[config.mk]
export PLATFORM = sky130hd
export DESIGN_NAME = fifo_ctrl_flat
export DESIGN_NICKNAME = d
export VERILOG_FILES = /design/src/rtl/fifo_ctrl_if.sv /design/src/rtl/fifo_ctrl.sv /design/src/flat_wrapper.sv
export SDC_FILE = /design/constraint.sdc
export NUM_CORES = 1
export LEC_CHECK = 0
export ABC_AREA = 1
export CAP_MARGIN = 0
export CORE_AREA = 8 8 45 47
export CTS_BUF_LIST = sky130_fd_sc_hd__clkbuf_8
export DETAILED_ROUTE_END_ITERATION = 7
export DIE_AREA = 0 0 53 55
export DONT_BUFFER_PORTS = 1
export GPL_TIMING_DRIVEN = 0
export PLACE_DENSITY = 0.68
export SLEW_MARGIN = 20
export SYNTH_ARGS = -nofsm -noshare
export SYNTH_HDL_FRONTEND = slang
export SYNTH_SLANG_ARGS = --single-unit
export TNS_END_PERCENT = 30
[constraint.sdc]
create_clock -name clk -period 1.95 [get_ports clk]
set_input_delay 0.39 -clock clk [delete_from_list [all_inputs] [get_ports clk]]
set_output_delay 0.39 -clock clk [all_outputs]
set_load 0.05 [all_outputs]
[src/rtl/fifo_ctrl_if.sv]
// Request/grant and status bundle between the FIFO controller, its producer/consumer
// and the storage array.
interface fifo_ctrl_if #(
  parameter int PTR_L = 3
);
  // Handshake: push_req/pop_req are requests. push/pop are the grants, valid in the same cycle.
  // A transfer happens at the rising edge where the grant is high. A request with no grant transfers nothing.
  logic             push_req;
  logic             pop_req;
  logic             push;
  logic             pop;
  logic [PTR_L-1:0] wr_ptr;
  logic [PTR_L-1:0] rd_ptr;
  logic [PTR_L:0]   count;
  logic             full;
  logic             empty;
  logic             almost_full;
  logic             almost_empty;
  logic             overflow_err;
  logic             underflow_err;
  logic             valid_out;

  modport master (
    output push_req, pop_req,
    input  push, pop, wr_ptr, rd_ptr, count, full, empty, almost_full, almost_empty,
           overflow_err, underflow_err, valid_out
  );

  modport slave (
    input  push_req, pop_req,
    output push, pop, wr_ptr, rd_ptr, count, full, empty, almost_full, almost_empty,
           overflow_err, underflow_err, valid_out
  );
endinterface

[src/rtl/fifo_ctrl.sv]
// FIFO control half: pointers, occupancy, status flags, sticky error bits and read-valid strobe
// for an external registered-read storage array.
module fifo_ctrl #(
  parameter int MEM_SIZE = 4,
  parameter int PTR_L    = 3,
  parameter int AF_THR   = 3,
  parameter int AE_THR   = 1
) (
  input  logic        clk,
  input  logic        reset_L,
  fifo_ctrl_if.slave  bus
);
  localparam logic [PTR_L:0]   SIZE_C = (PTR_L+1)'(MEM_SIZE);
  localparam logic [PTR_L:0]   AF_C   = (PTR_L+1)'(AF_THR);
  localparam logic [PTR_L:0]   AE_C   = (PTR_L+1)'(AE_THR);
  localparam logic [PTR_L-1:0] LAST_C = PTR_L'(MEM_SIZE - 1);

  logic [PTR_L-1:0] wr_ptr_q, wr_ptr_d;
  logic [PTR_L-1:0] rd_ptr_q, rd_ptr_d;
  logic [PTR_L:0]   count_q, count_d;
  logic             ovf_q, ovf_d;
  logic             unf_q, unf_d;
  logic             valid_q, valid_d;
  logic             full, empty, push_g, pop_g;

  always_comb begin
    full  = (count_q == SIZE_C);
    empty = (count_q == '0);
    // When full, a simultaneous pop frees the slot the push overwrites in the same edge.
    push_g = reset_L & bus.push_req & (~full | bus.pop_req);
    pop_g  = reset_L & bus.pop_req & ~empty;

    wr_ptr_d = wr_ptr_q;
    if (push_g) wr_ptr_d = (wr_ptr_q == LAST_C) ? '0 : wr_ptr_q + 1'b1;
    rd_ptr_d = rd_ptr_q;
    if (pop_g)  rd_ptr_d = (rd_ptr_q == LAST_C) ? '0 : rd_ptr_q + 1'b1;

    count_d = count_q;
    if (push_g & ~pop_g)      count_d = count_q + 1'b1;
    else if (pop_g & ~push_g) count_d = count_q - 1'b1;

    ovf_d   = ovf_q | (bus.push_req & full & ~bus.pop_req);
    unf_d   = unf_q | (bus.pop_req & empty);
    valid_d = pop_g;
  end

  always_ff @(posedge clk or negedge reset_L) begin
    if (!reset_L) begin
      wr_ptr_q <= '0;
      rd_ptr_q <= '0;
      count_q  <= '0;
      ovf_q    <= 1'b0;
      unf_q    <= 1'b0;
      valid_q  <= 1'b0;
    end else begin
      wr_ptr_q <= wr_ptr_d;
      rd_ptr_q <= rd_ptr_d;
      count_q  <= count_d;
      ovf_q    <= ovf_d;
      unf_q    <= unf_d;
      valid_q  <= valid_d;
    end
  end

  assign bus.push          = push_g;
  assign bus.pop           = pop_g;
  assign bus.wr_ptr        = wr_ptr_q;
  assign bus.rd_ptr        = rd_ptr_q;
  assign bus.count         = count_q;
  assign bus.full          = full;
  assign bus.empty         = empty;
  assign bus.almost_full   = (count_q >= AF_C);
  assign bus.almost_empty  = (count_q <= AE_C);
  assign bus.overflow_err  = ovf_q;
  assign bus.underflow_err = unf_q;
  assign bus.valid_out     = valid_q;
endmodule

[src/flat_wrapper.sv]
// flat-port wrapper written by rule: the top's interface ports become plain ports
module fifo_ctrl_flat 
#(
  parameter int MEM_SIZE = 4,
  parameter int PTR_L    = 3,
  parameter int AF_THR   = 3,
  parameter int AE_THR   = 1
)
  (clk, reset_L, bus_push_req, bus_pop_req, bus_push, bus_pop, bus_wr_ptr, bus_rd_ptr, bus_count, bus_full, bus_empty, bus_almost_full, bus_almost_empty, bus_overflow_err, bus_underflow_err, bus_valid_out);
  fifo_ctrl_if #(.PTR_L(PTR_L)) bus_i ();
  input  logic clk;
  input  logic reset_L;
  input wire logic [$bits(bus_i.push_req)-1:0] bus_push_req;
  input wire logic [$bits(bus_i.pop_req)-1:0] bus_pop_req;
  output wire logic [$bits(bus_i.push)-1:0] bus_push;
  output wire logic [$bits(bus_i.pop)-1:0] bus_pop;
  output wire logic [$bits(bus_i.wr_ptr)-1:0] bus_wr_ptr;
  output wire logic [$bits(bus_i.rd_ptr)-1:0] bus_rd_ptr;
  output wire logic [$bits(bus_i.count)-1:0] bus_count;
  output wire logic [$bits(bus_i.full)-1:0] bus_full;
  output wire logic [$bits(bus_i.empty)-1:0] bus_empty;
  output wire logic [$bits(bus_i.almost_full)-1:0] bus_almost_full;
  output wire logic [$bits(bus_i.almost_empty)-1:0] bus_almost_empty;
  output wire logic [$bits(bus_i.overflow_err)-1:0] bus_overflow_err;
  output wire logic [$bits(bus_i.underflow_err)-1:0] bus_underflow_err;
  output wire logic [$bits(bus_i.valid_out)-1:0] bus_valid_out;
  assign bus_i.push_req = bus_push_req;
  assign bus_i.pop_req = bus_pop_req;
  assign bus_push = bus_i.push;
  assign bus_pop = bus_i.pop;
  assign bus_wr_ptr = bus_i.wr_ptr;
  assign bus_rd_ptr = bus_i.rd_ptr;
  assign bus_count = bus_i.count;
  assign bus_full = bus_i.full;
  assign bus_empty = bus_i.empty;
  assign bus_almost_full = bus_i.almost_full;
  assign bus_almost_empty = bus_i.almost_empty;
  assign bus_overflow_err = bus_i.overflow_err;
  assign bus_underflow_err = bus_i.underflow_err;
  assign bus_valid_out = bus_i.valid_out;
  fifo_ctrl #(.MEM_SIZE(MEM_SIZE), .PTR_L(PTR_L), .AF_THR(AF_THR), .AE_THR(AE_THR)) u_core (.clk(clk), .reset_L(reset_L), .bus(bus_i));
endmodule
==> results.toml <==
[synthesis]
yosys_warnings = 0
synth_edf_count = 0
ys_types = 20
ys.flop_type = "dfrtp_1"
synth_common_cells = "nand2_1 (22), inv_1 (18), dfrtp_1 (13)"
synth_most_common_cell = "nand2_1"
yosysSeqAreaShare_pct = 45.94
synth_cells = 82
synth_top_area_share_pct = 45.94
netlist_area_um2 = 708.2
async_flop_share_pct = 100.0
synthTopCellsByArea = "dfrtp_1 (46%), nand2_1 (12%), ha_1 (11%)"
ys_ff_latch = 13
synth_nets = 92
synth_top_cell_by_area = "dfrtp_1"
synth_area_per_cell_um2 = 8.636

[grt]
grt_overflow = 0
grt_use_met2_pct = 20.51
grt_start_max_net_pins = 14
grt_pass1_vias = 570
grt_usage_pct = 11.44
grt-busiest-layer = "met2"
antenna_found_initial = 0
use_met3_pct = 3.743
grt_pass1_wl_mm = 2.408
grt_use_met1_pct = 10.52

[clocking]
ctsHtreeMaxLevel = 1
tritoncts = "done"
cts_buffers = 3
cts.clk_slew.worst_paths_ns = 0.05
numClockSinks = 13
clock_latency_ns = 0.24
clk_path_buf_depth = 2
clockRootBuffer = "clkbuf_8"

[place]
numPlacedInstances = 98
place_area_um2 = 755.7
place_congestion = 0.7324
hpwl_mm = 1.084
portBuffers = 0
pre_cts_slack_ns = -0.1759

[die]
start_util_pct = 51.18
die_h_um = 55
num_rows = 14
core-area_um2 = 1384
die_w_um = 53
dieArea_um2 = 2915
io_pins = 23

[setup_path]
r2r-end = "u_core.bus.count[2]"
r2r_start = "u_core.bus.count[0]"
cp_max_fo = 7
rrSetupSlack_ns = -0.01
cp-start-kind = "register"
endpoint_kind = "register"
path_class = "reg2reg"
arrival_ns = 2.10
worstRegToRegCells = 10
cp.required_ns = 2.08

[outcome]
status = "finished, violations left"
violations = "negative setup slack"

[sta]
holdWs_ns = 0.2942
setup_ws_ns = -0.01465
rsz0062_at_grt = "true"
tightest_slew_ns = 0.5807
slew_viol_final = 0
hold_viol_final = 0
fmax_ghz = 0.5090
fin_crit_ns = 1.965
finalSetupViolCount = 2
post-route-period-util_pct = 100.8
slew_headroom_pct = 61.16
fin_skew_ns = 0.003513

[drt]
viasPerCell = 5.073
num_vias = 553
drc = 0
routed_wl_mm = 1.570
ant_nets = 0
wl_per_cell_um = 14.40
drt_iter0_drc = 9
dr.pass1.iters = 4

[hold_path]
hp-class = "in2reg"
hold_depth = 2
hold_path_startpoint = "bus_push_req"
hold_end = "u_core.bus.overflow_err"

[final_layout]
fin_area_um2 = 907.1
seq_area_um2 = 335.3
diodes = 0
fin_cells = 109
fill_cells = 112
final_nets = 104
area_growth_pct = 28.09
layout-drive-gt1-share_pct = 32.26
multiInputGateArea_um2 = 361.6

[run]
drv_cap = 0
[logic make-up after synthesis]
kind of cell / share of synthesized area (%)
DFF: 45.94
adders and majority gates: 10.60
buffers and inverters: 10.07
AOI/OAI and AO/OA: 8.303
xor gates and xnor gates: 3.711
and+or+nand+nor: 21.38
[area by class of cell]
type	instances	area share, %
repair buffers	7	6.069
clock inverters	1	0.4138
clock buffers	3	4.552
inverters	19	9.931
flip-flops and latches	13	36.97
multi-input cells	50	39.86
well taps	16	2.207
[through the flow]
stage / setup TNS (ns) / utilization [%]
global placement: -0.2468 / 54.61
finish: -0.02137 / 65.55
detailed placement: -0.3315 / 54.61
CTS: -0.05308 / 63.65
floorplan: 0 / -
global route: -0.3619 / 65.55
[critical path: stages, from the launching register on]
cell	delay, ns
dfrtp_4	0.59
inv_4	0.10
ha_4	0.17
nand4_1	0.15
nand2_2	0.16
inv_6	0.09
ha_4	0.29
inv_4	0.04
nand3_2	0.06
xor2_1	0.14
inv_1	0.06
[layer usage]
metal	up-vias	share of wire, %
met4	0	2.7
met3	5	7.7
met5	-	0
met2	17	52
li1	278	-
met1	253	38
[registers in the layout (all words and copies together) (netlist names)]
signal / flops
u_core.bus.rd_ptr: 3
u_core.bus.wr_ptr: 3
u_core.bus.overflow_err: 1
u_core.bus.count: 4
u_core.bus.underflow_err: 1
u_core.bus.valid_out: 1
[cell usage in the layout, fill, tap and decap left out, drive strengths merged]
master | netlist | final
nand2 | 23 | 23
xor2 | 2 | 2
clkinvlp | 0 | 1
inv | 19 | 19
dlygate4sd3 | 0 | 1
nor2 | 1 | 1
nor3 | 1 | 1
o21bai | 2 | 2
xnor2 | 1 | 1
nand3 | 3 | 3
clkbuf | 0 | 3
a21oi | 1 | 1
buf | 0 | 6
dfrtp | 13 | 13
ha | 6 | 6
o21ai | 5 | 5
or2 | 1 | 1
nand4 | 2 | 2
a31oi | 1 | 1
o21a | 1 | 1
[worst max-delay path by stage]
stage	startpoint	endpoint	slack [ns]	cells past startpoint
floorplan	u_core.bus.count[0]	u_core.bus.count[2]	0.009	10
global placement	u_core.bus.count[2]	u_core.bus.count[2]	-0.16	8
detailed placement	u_core.bus.count[0]	u_core.bus.count[2]	-0.18	10
CTS	u_core.bus.count[0]	bus_full	-0.05	4
global route	u_core.bus.count[0]	u_core.bus.count[3]	-0.12	12
finish	u_core.bus.count[0]	u_core.bus.count[2]	-0.01	10
[timing repair]
item	CTS	global route
hold endpoints to repair	13	0
hold buffers	1	0
gates resized for setup	14	5
setup endpoints to repair	7	4
setup buffers	4	2
pin swaps	5	6
Power is left out: the tool's default activity adds up to more than one toggle a clock period on the data nets, which glitch-free logic cannot reach.
